<file path="config.mk">
export PLATFORM = sky130hd
export DESIGN_NAME = size_patch_scheduler
export DESIGN_NICKNAME = d
export VERILOG_FILES = /design/src/rtl/prores_patch_pkg.sv /design/src/rtl/patch_fifo.sv /design/src/rtl/size_patch_scheduler.sv
export SDC_FILE = /design/constraint.sdc
export NUM_CORES = 2
export LEC_CHECK = 0
export BUFFER_PORTS_ARGS = -buffer_cell sky130_fd_sc_hd__buf_2
export CORE_UTILIZATION = 54
export DETAILED_ROUTE_END_ITERATION = 12
export GPL_TIMING_DRIVEN = 0
export MAX_ROUTING_LAYER = met4
export PLACE_DENSITY = 0.87
export SLEW_MARGIN = 20
export SYNTH_ARGS = -nofsm -noshare
export SYNTH_HDL_FRONTEND = slang
export SYNTH_SLANG_ARGS = --single-unit
</file>
<file path="constraint.sdc">
create_clock -name clock -period 11.5 [get_ports clock]
set_clock_uncertainty 0.2 [all_clocks]
set_input_delay 2.3 -clock clock [delete_from_list [all_inputs] [get_ports clock]]
set_output_delay 2.3 -clock clock [all_outputs]
set_load 0.1 [all_outputs]
</file>
<file path="src/rtl/prores_patch_pkg.sv">
// Shared types for the size back-patching block: scheduler states, queued slice
// results and the per-record patch byte counts.
package prores_patch_pkg;

    localparam int SLICE_PATCH_BYTES = 6;
    localparam int FRAME_PATCH_BYTES = 8;

    typedef enum logic [1:0] {
        ST_IDLE  = 2'd0,
        ST_SLICE = 2'd1,
        ST_FRAME = 2'd2,
        ST_DONE  = 2'd3
    } patch_state_e;

    // idx is carried at full address width so the table offset needs no resizing
    typedef struct packed {
        logic [31:0] idx;
        logic [31:0] start_addr;
        logic [15:0] slice_size;
        logic [15:0] y_size;
        logic [15:0] cb_size;
    } slice_entry_t;

    // Big-endian byte lane of a 32-bit word: sel 0 is the most significant byte.
    function automatic logic [7:0] be_byte(input logic [31:0] word, input logic [1:0] sel);
        logic [31:0] shifted;
        shifted = word >> (5'd24 - {sel, 3'b000});
        return shifted[7:0];
    endfunction

endpackage

</file>
<file path="src/rtl/patch_fifo.sv">
// Synchronous FIFO with occupancy count; holds pending slice patch records.
module patch_fifo #(
    parameter int DEPTH = 8,
    parameter int WIDTH = 8,
    localparam int AW = $clog2(DEPTH),
    localparam int CW = AW + 1
) (
    input  logic             clock,
    input  logic             reset_n,
    input  logic             clear,
    input  logic             push,
    input  logic [WIDTH-1:0] push_data,
    input  logic             pop,
    output logic [WIDTH-1:0] pop_data,
    output logic [CW-1:0]    count,
    output logic             empty
);

    localparam logic [CW-1:0] FULL_CNT = CW'(DEPTH);

    logic [WIDTH-1:0] r_mem [DEPTH];
    logic [AW-1:0]    r_wr_ptr;
    logic [AW-1:0]    r_rd_ptr;
    logic [CW-1:0]    r_count;
    logic             w_do_push;
    logic             w_do_pop;

    assign w_do_push = push && (r_count != FULL_CNT);
    assign w_do_pop  = pop && (r_count != '0);

    always_ff @(posedge clock) begin
        if (w_do_push) begin
            r_mem[r_wr_ptr] <= push_data;
        end
    end

    always_ff @(posedge clock or negedge reset_n) begin
        if (!reset_n) begin
            r_wr_ptr <= '0;
            r_rd_ptr <= '0;
            r_count  <= '0;
        end else if (clear) begin
            r_wr_ptr <= '0;
            r_rd_ptr <= '0;
            r_count  <= '0;
        end else begin
            if (w_do_push) begin
                r_wr_ptr <= r_wr_ptr + 1'b1;
            end
            if (w_do_pop) begin
                r_rd_ptr <= r_rd_ptr + 1'b1;
            end
            case ({w_do_push, w_do_pop})
                2'b10:   r_count <= r_count + 1'b1;
                2'b01:   r_count <= r_count - 1'b1;
                default: r_count <= r_count;
            endcase
        end
    end

    assign pop_data = r_mem[r_rd_ptr];
    assign count    = r_count;
    assign empty    = (r_count == '0);

endmodule

</file>
<file path="src/rtl/size_patch_scheduler.sv">
// Back-patches slice table entries, slice header Y/Cb sizes and frame/picture sizes
// into the output buffer, yielding the shared write port to the live bitstream writer.
module size_patch_scheduler
    import prores_patch_pkg::*;
#(
    parameter int FIFO_DEPTH = 8,
    parameter int IDX_W      = 16
) (
    input  logic        clock,
    input  logic        reset_n,
    input  logic        frame_start,
    input  logic [31:0] slice_size_offset_addr,
    input  logic [31:0] picture_size_offset_addr,
    input  logic [31:0] frame_size_offset_addr,
    input  logic [31:0] y_size_offset_addr,
    input  logic [31:0] cb_size_offset_addr,
    input  logic        slice_valid,
    output logic        slice_ready,
    input  logic [31:0] slice_start_addr,
    input  logic [15:0] slice_byte_size,
    input  logic [15:0] y_byte_size,
    input  logic [15:0] cb_byte_size,
    input  logic        frame_end,
    input  logic [31:0] frame_byte_size,
    input  logic [31:0] picture_byte_size,
    input  logic        stream_wr_en,
    input  logic [31:0] stream_wr_addr,
    input  logic [7:0]  stream_wr_data,
    output logic        mem_wr_en,
    output logic [31:0] mem_wr_addr,
    output logic [7:0]  mem_wr_data,
    output logic        busy,
    output logic        frame_done
);

    localparam int CW = $clog2(FIFO_DEPTH) + 1;
    localparam logic [CW-1:0] DEPTH_CNT     = CW'(FIFO_DEPTH);
    localparam logic [2:0]    SLICE_LAST_BC = 3'(SLICE_PATCH_BYTES - 1);
    localparam logic [2:0]    FRAME_LAST_BC = 3'(FRAME_PATCH_BYTES - 1);

    patch_state_e r_state;
    logic [2:0]   r_bc;
    slice_entry_t r_cur;
    logic         r_busy;
    logic         r_pending;
    logic         r_frame_done;
    logic [IDX_W-1:0] r_idx;
    logic [31:0]  r_slice_tab;
    logic [31:0]  r_pic_off;
    logic [31:0]  r_frm_off;
    logic [31:0]  r_y_off;
    logic [31:0]  r_cb_off;
    logic [31:0]  r_frm_size;
    logic [31:0]  r_pic_size;
    logic         r_mem_wr_en;
    logic [31:0]  r_mem_wr_addr;
    logic [7:0]   r_mem_wr_data;

    slice_entry_t w_push_entry;
    slice_entry_t w_pop_entry;
    logic [CW-1:0] w_count;
    logic         w_empty;
    logic         w_push;
    logic         w_pop;
    logic         w_clear;
    logic         w_emit;
    logic         w_last;
    logic [31:0]  w_patch_addr;
    logic [7:0]   w_patch_data;
    logic [31:0]  w_base;
    logic [15:0]  w_field;

    // Ready is taken from the registered count so a same-cycle pop never widens it.
    assign slice_ready = r_busy && (w_count < DEPTH_CNT);
    assign w_push      = slice_valid && slice_ready;
    assign w_pop       = (r_state == ST_IDLE) && !w_empty;
    assign w_clear     = (r_state == ST_DONE);

    always_comb begin
        w_push_entry            = '0;
        w_push_entry.idx        = 32'(r_idx);
        w_push_entry.start_addr = slice_start_addr;
        w_push_entry.slice_size = slice_byte_size;
        w_push_entry.y_size     = y_byte_size;
        w_push_entry.cb_size    = cb_byte_size;
    end

    patch_fifo #(
        .DEPTH (FIFO_DEPTH),
        .WIDTH ($bits(slice_entry_t))
    ) u_patch_fifo (
        .clock     (clock),
        .reset_n   (reset_n),
        .clear     (w_clear),
        .push      (w_push),
        .push_data (w_push_entry),
        .pop       (w_pop),
        .pop_data  (w_pop_entry),
        .count     (w_count),
        .empty     (w_empty)
    );

    // The live writer always wins the port; the patch byte simply waits with bc held.
    assign w_emit = ((r_state == ST_SLICE) || (r_state == ST_FRAME)) && !stream_wr_en;
    assign w_last = ((r_state == ST_SLICE) && (r_bc == SLICE_LAST_BC))
                 || ((r_state == ST_FRAME) && (r_bc == FRAME_LAST_BC));

    always_comb begin
        w_patch_addr = '0;
        w_patch_data = '0;
        w_base       = '0;
        w_field      = '0;
        case (r_state)
            ST_SLICE: begin
                case (r_bc[2:1])
                    2'd0: begin
                        w_field = r_cur.slice_size;
                        w_base  = r_slice_tab + (r_cur.idx << 1);
                    end
                    2'd1: begin
                        w_field = r_cur.y_size;
                        w_base  = r_cur.start_addr + r_y_off;
                    end
                    default: begin
                        w_field = r_cur.cb_size;
                        w_base  = r_cur.start_addr + r_cb_off;
                    end
                endcase
                w_patch_addr = w_base + {31'd0, r_bc[0]};
                w_patch_data = r_bc[0] ? w_field[7:0] : w_field[15:8];
            end
            ST_FRAME: begin
                w_patch_addr = (r_bc[2] ? r_pic_off : r_frm_off) + {30'd0, r_bc[1:0]};
                w_patch_data = be_byte(r_bc[2] ? r_pic_size : r_frm_size, r_bc[1:0]);
            end
            default: begin
                w_patch_addr = '0;
                w_patch_data = '0;
            end
        endcase
    end

    always_ff @(posedge clock or negedge reset_n) begin
        if (!reset_n) begin
            r_state       <= ST_IDLE;
            r_bc          <= '0;
            r_cur         <= '0;
            r_busy        <= 1'b0;
            r_pending     <= 1'b0;
            r_frame_done  <= 1'b0;
            r_idx         <= '0;
            r_slice_tab   <= '0;
            r_pic_off     <= '0;
            r_frm_off     <= '0;
            r_y_off       <= '0;
            r_cb_off      <= '0;
            r_frm_size    <= '0;
            r_pic_size    <= '0;
            r_mem_wr_en   <= 1'b0;
            r_mem_wr_addr <= '0;
            r_mem_wr_data <= '0;
        end else begin
            r_frame_done <= 1'b0;

            if (stream_wr_en) begin
                r_mem_wr_en   <= 1'b1;
                r_mem_wr_addr <= stream_wr_addr;
                r_mem_wr_data <= stream_wr_data;
            end else if (w_emit) begin
                r_mem_wr_en   <= 1'b1;
                r_mem_wr_addr <= w_patch_addr;
                r_mem_wr_data <= w_patch_data;
            end else begin
                r_mem_wr_en   <= 1'b0;
            end

            if (frame_start && !r_busy) begin
                r_busy      <= 1'b1;
                r_idx       <= '0;
                r_slice_tab <= slice_size_offset_addr;
                r_pic_off   <= picture_size_offset_addr;
                r_frm_off   <= frame_size_offset_addr;
                r_y_off     <= y_size_offset_addr;
                r_cb_off    <= cb_size_offset_addr;
            end else if (w_push) begin
                r_idx <= r_idx + 1'b1;
            end

            if (frame_end && r_busy && !r_pending) begin
                r_pending  <= 1'b1;
                r_frm_size <= frame_byte_size;
                r_pic_size <= picture_byte_size;
            end

            case (r_state)
                ST_IDLE: begin
                    if (!w_empty) begin
                        r_cur   <= w_pop_entry;
                        r_bc    <= '0;
                        r_state <= ST_SLICE;
                    end else if (r_pending) begin
                        r_bc    <= '0;
                        r_state <= ST_FRAME;
                    end
                end
                ST_SLICE, ST_FRAME: begin
                    if (w_emit) begin
                        if (w_last) begin
                            r_state <= (r_state == ST_SLICE) ? ST_IDLE : ST_DONE;
                        end else begin
                            r_bc <= r_bc + 1'b1;
                        end
                    end
                end
                default: begin
                    r_frame_done <= 1'b1;
                    r_busy       <= 1'b0;
                    r_pending    <= 1'b0;
                    r_state      <= ST_IDLE;
                end
            endcase
        end
    end

    assign mem_wr_en   = r_mem_wr_en;
    assign mem_wr_addr = r_mem_wr_addr;
    assign mem_wr_data = r_mem_wr_data;
    assign busy        = r_busy;
    assign frame_done  = r_frame_done;

endmodule
</file>
==> metrics.txt <==
# TYPE chip_impl_metric gauge
chip_impl_metric{name="arrival",unit="ns"} 7.84
chip_impl_metric{name="drt-total-wl",unit="mm"} 151
chip_impl_info{name="dominantRegCellSynth",value="edfxtp_1"} 1
chip_impl_metric{name="die_area",unit="µm²"} 95000
chip_impl_metric{name="synth_enable_flop_cells",unit=""} 768
chip_impl_metric{name="fin_ws",unit="ns"} 4.01
chip_impl_metric{name="stdcell_area",unit="µm²"} 59100
chip_impl_metric{name="core",unit="µm²"} 92400
chip_impl_metric{name="tightest_slew",unit="ns"} 1.21
chip_impl_metric{name="finalMaxSlewViolations",unit=""} 0
chip_impl_metric{name="achievable-frequency",unit="GHz"} 0.134
chip_impl_metric{name="yosys_register_bits",unit=""} 1163
chip_impl_metric{name="min_period_over_period",unit="%"} 65.1
chip_impl_metric{name="cts.hold.buffers_added",unit=""} 0
chip_impl_metric{name="cts_setup_buffers",unit=""} 0
chip_impl_info{name="critical_path.most_common_cell",value="buf_2"} 1
chip_impl_info{name="path_cells",value="buf_2 -> buf_2 -> buf_2 -> inv_1 -> nand2_1 -> buf_1 -> mux2_2 -> ha_1 -> fa_1 -> a211oi_1 -> o21a_1 -> mux2i_1 -> a31oi_1 -> nor4_2 -> or3b_4 -> nor2_4 -> and4_1 -> buf_4 -> xnor2_1 -> a221oi_1 -> nor2_1"} 1
chip_impl_metric{name="maxCapViolCount",unit=""} 0
chip_impl_info{name="crit_slowest_cell",value="buf_1"} 1
chip_impl_metric{name="cp_slowest_stage_delay",unit="ns"} 0.58
chip_impl_metric{name="clk_path_buf_depth",unit=""} 3
chip_impl_metric{name="ys_seq_area_share",unit="%"} 65.0
chip_impl_info{name="worst_min_delay_path_category",value="flip-flop to flip-flop"} 1
chip_impl_metric{name="synth.net_count",unit=""} 3634
chip_impl_metric{name="ant_nets",unit=""} 0
chip_impl_metric{name="synth_cells",unit=""} 3212
chip_impl_metric{name="via_count",unit=""} 33531
chip_impl_metric{name="drt-wirelength-per-cell",unit="µm"} 29.1
chip_impl_metric{name="tot_gr_track_use",unit="%"} 32.5
chip_impl_metric{name="critical_path_depth",unit=""} 21
chip_impl_metric{name="num-nets-final",unit=""} 4245
chip_impl_metric{name="detail_route.iter0.violations",unit=""} 4475
chip_impl_metric{name="final-hold-violation-count",unit=""} 0
chip_impl_metric{name="power",unit="µW"} 17700
chip_impl_metric{name="finish.utilization",unit="%"} 64.0
chip_impl_metric{name="port-buffer-count",unit=""} 392
chip_impl_metric{name="power.static_leakage",unit="µW"} 0.0220
chip_impl_metric{name="cts_sinks",unit=""} 1163
chip_impl_info{name="clockRootBuffer",value="clkbuf_16"} 1
chip_impl_metric{name="maximum_number_of_pins_on_one_net_before_global_route_repair",unit=""} 98
chip_impl_metric{name="critical_path_peak_fanout",unit=""} 10
chip_impl_metric{name="slew_headroom",unit="%"} 19.7
chip_impl_metric{name="synth.lib_cells_used.distinct",unit=""} 94
chip_impl_metric{name="nFillCells",unit=""} 6084
chip_impl_info{name="cp_top_family",value="buffers and inverters"} 1
chip_impl_metric{name="pre_cts_ws",unit="ns"} 4.33
chip_impl_metric{name="initial_standard_cell_utilization_of_the_core",unit="%"} 54.9
chip_impl_info{name="crit_type",value="flip-flop to flip-flop"} 1
chip_impl_metric{name="netlist_area_pre_place",unit="µm²"} 50700
chip_impl_metric{name="irDropWorstVdd",unit="mV"} 0.147
chip_impl_metric{name="ios",unit=""} 394
chip_impl_metric{name="synth_warnings",unit=""} 0
chip_impl_metric{name="period_needed",unit="ns"} 7.49
chip_impl_metric{name="remaining_drc_errors",unit=""} 0
chip_impl_metric{name="critPathRequiredTime",unit="ns"} 11.85
chip_impl_metric{name="cts_h_tree_lvls",unit=""} 3
chip_impl_metric{name="rows",unit=""} 111
chip_impl_metric{name="die_w",unit="µm"} 308
chip_impl_info{name="cts_tree",value="yes"} 1
chip_impl_metric{name="ctsResizeCount",unit=""} 0
chip_impl_info{name="setup_repair_after_global_routing_missed_its_margin",value="no"} 1
chip_impl_metric{name="synth-async-reset-ratio",unit="%"} 34.0
chip_impl_metric{name="dp_hpwl",unit="mm"} 103
chip_impl_metric{name="worst_hold_slack",unit="ns"} 0.286
chip_impl_metric{name="gp_congestion",unit=""} 0.961
chip_impl_metric{name="detailed_place.area",unit="µm²"} 55300
chip_impl_metric{name="first_global_vias",unit=""} 33413
chip_impl_metric{name="drtPass1Iterations",unit=""} 6
chip_impl_metric{name="timing.critical_path.buf_inv",unit=""} 6
chip_impl_metric{name="final_layout_size_suffix_gt1_share",unit="%"} 31.1
chip_impl_metric{name="worstHoldPathCells",unit=""} 2
chip_impl_metric{name="cts_buffers",unit=""} 113
chip_impl_metric{name="clk_pin_slew_worst_paths",unit="ns"} 0.06
chip_impl_metric{name="die_height",unit="µm"} 308
chip_impl_info{name="start_kind",value="flip-flop"} 1
chip_impl_info{name="outcome",value="complete, no violations"} 1
chip_impl_metric{name="finalSetupViolations",unit=""} 0
chip_impl_metric{name="vias_per_cell",unit=""} 6.45
chip_impl_metric{name="initial_antenna_violation_count",unit=""} 32
chip_impl_metric{name="cell_count_of_the_worst_reg_to_reg_path",unit=""} 21
chip_impl_metric{name="area_growth",unit="%"} 16.7
chip_impl_metric{name="wire_length_of_the_first_global_routing_pass",unit="mm"} 218
chip_impl_metric{name="syn_area_per_cell",unit="µm²"} 15.8
chip_impl_info{name="critical_path_end_type",value="flip-flop"} 1
chip_impl_metric{name="insertion_delay",unit="ns"} 0.72
chip_impl_metric{name="global_route.overflow_total",unit=""} 0
chip_impl_metric{name="cellPowerDensity",unit="nW/µm²"} 299
synth_stat cells (5+ instances only):
library cell | n | area share (%)
nor4_1 | 8 | 0.099
a221oi_1 | 20 | 0.35
xor2_1 | 52 | 0.90
or4_1 | 6 | 0.089
edfxtp_1 | 768 | 46
o21a_1 | 15 | 0.22
and3_1 | 20 | 0.25
nand2b_1 | 7 | 0.086
o21ai_1 | 8 | 0.079
ha_1 | 68 | 1.7
o21ai_0 | 165 | 1.6
o211ai_1 | 13 | 0.19
a222oi_1 | 5 | 0.099
nor2_1 | 116 | 0.86
or3_1 | 14 | 0.17
mux2i_1 | 128 | 2.5
a22oi_1 | 5 | 0.074
nand3b_1 | 7 | 0.10
nand3_1 | 43 | 0.42
nor3_1 | 30 | 0.30
a31oi_1 | 14 | 0.17
and4_1 | 9 | 0.16
nand2_1 | 244 | 1.8
a21boi_0 | 7 | 0.10
o31ai_1 | 25 | 0.37
nor3b_1 | 7 | 0.10
buf_2 | 15 | 0.15
a211oi_1 | 10 | 0.15
mux2_2 | 285 | 6.3
inv_1 | 31 | 0.23
xnor2_1 | 45 | 0.78
a221o_1 | 5 | 0.099
o22ai_1 | 10 | 0.12
clkbuf_1 | 116 | 0.86
mux4_2 | 216 | 9.6
buf_1 | 36 | 0.27
nor2b_1 | 5 | 0.062
a21o_1 | 18 | 0.27
a21oi_1 | 101 | 1.0
a32oi_1 | 7 | 0.12
dfrtp_1 | 395 | 20
nand4_1 | 17 | 0.21
and2_1 | 9 | 0.11
registers in the layout, summed over array words and instances (netlist names), 4 cells and up:
name / cells
u_patch_fifo.count: 4
r_pic_size: 32
r_frm_size: 32
r_cur: 96
r_frm_off: 32
r_y_off: 32
mem_wr_data: 8
r_pic_off: 32
mem_wr_addr: 32
r_cb_off: 32
u_patch_fifo.r_mem: 768
r_idx: 16
r_slice_tab: 32
cell families after synthesis:
logic type               synth area share [%]
buffers and inverters                    1.56
XOR/XNOR                                 1.68
flip-flops                               65.0
adder cells (fa/ha/maj)                  1.84
multiplexers                             18.5
AO/OA/AOI/OAI                            5.96
AND/OR/NAND/NOR                          5.47
cells in the final DEF (no fill, tap or decap), types with 45 or more instances in the layout:
master	instances
mux2_2	285
mux4_2	216
a21oi_1	101
mux2i_1	128
buf_2	406
buf_4	62
clkbuf_1	147
xnor2_1	45
nand2_1	244
o21ai_0	165
dfrtp_1	395
edfxtp_1	768
xor2_1	52
clkbuf_16	113
nor2_1	115
ha_1	68
per-layer routing:
metal	track usage (%)	part of all wire, %	vias up
li1	-	-	13763
met1	40.5	36	16894
met2	51.2	49	2447
met3	6.69	11	427
met4	15.6	4.7	0
met5	-	0	-
worst min-delay path, cell delays in order (launching register included):
cell and delay [ns]:
dfrtp_1 0.35, nand2_1 0.05, o21ai_0 0.06
layout make-up:
class,count,area [µm²],share of cell area (%)
Antenna cell,31,77.6,0.131
Multi-Input combinational cell,1846,17000,28.7
Inverter,34,128,0.216
Sequential cell,1163,32900,55.7
Clock inverter,62,676,1.14
Timing Repair Buffer,496,3040,5.14
Tap cell,1243,1560,2.63
Buffer,169,663,1.12
Clock buffer,153,3070,5.19
stage by stage:
stage	TNS, ns	cells
after detailed placement	0	4951
final	0	5197
after floorplan	0	3212
after global placement	-3555.32	4847
after global routing	0	5194
after CTS	0	5166
worst paths after layout:
kind,start,endpoint,slack [ns]
setup / recovery,r_bc[2],mem_wr_addr[21],4.01
hold / removal,r_cur[9],r_cur[9],0.29
setup reg to reg,r_bc[2],mem_wr_addr[21],4.01
hold reg to reg,r_cur[9],r_cur[9],0.29
max in group asynchronous,reset_n,mem_wr_data[4],8.26
min in group asynchronous,reset_n,r_pic_off[27],1.39
report_power, final:
part	switching [µW]	internal (µW)
clock network	1640	2110
logic	4950	2880
registers	609	5460
No activity file was read; power rests on OpenSTA's default activity.
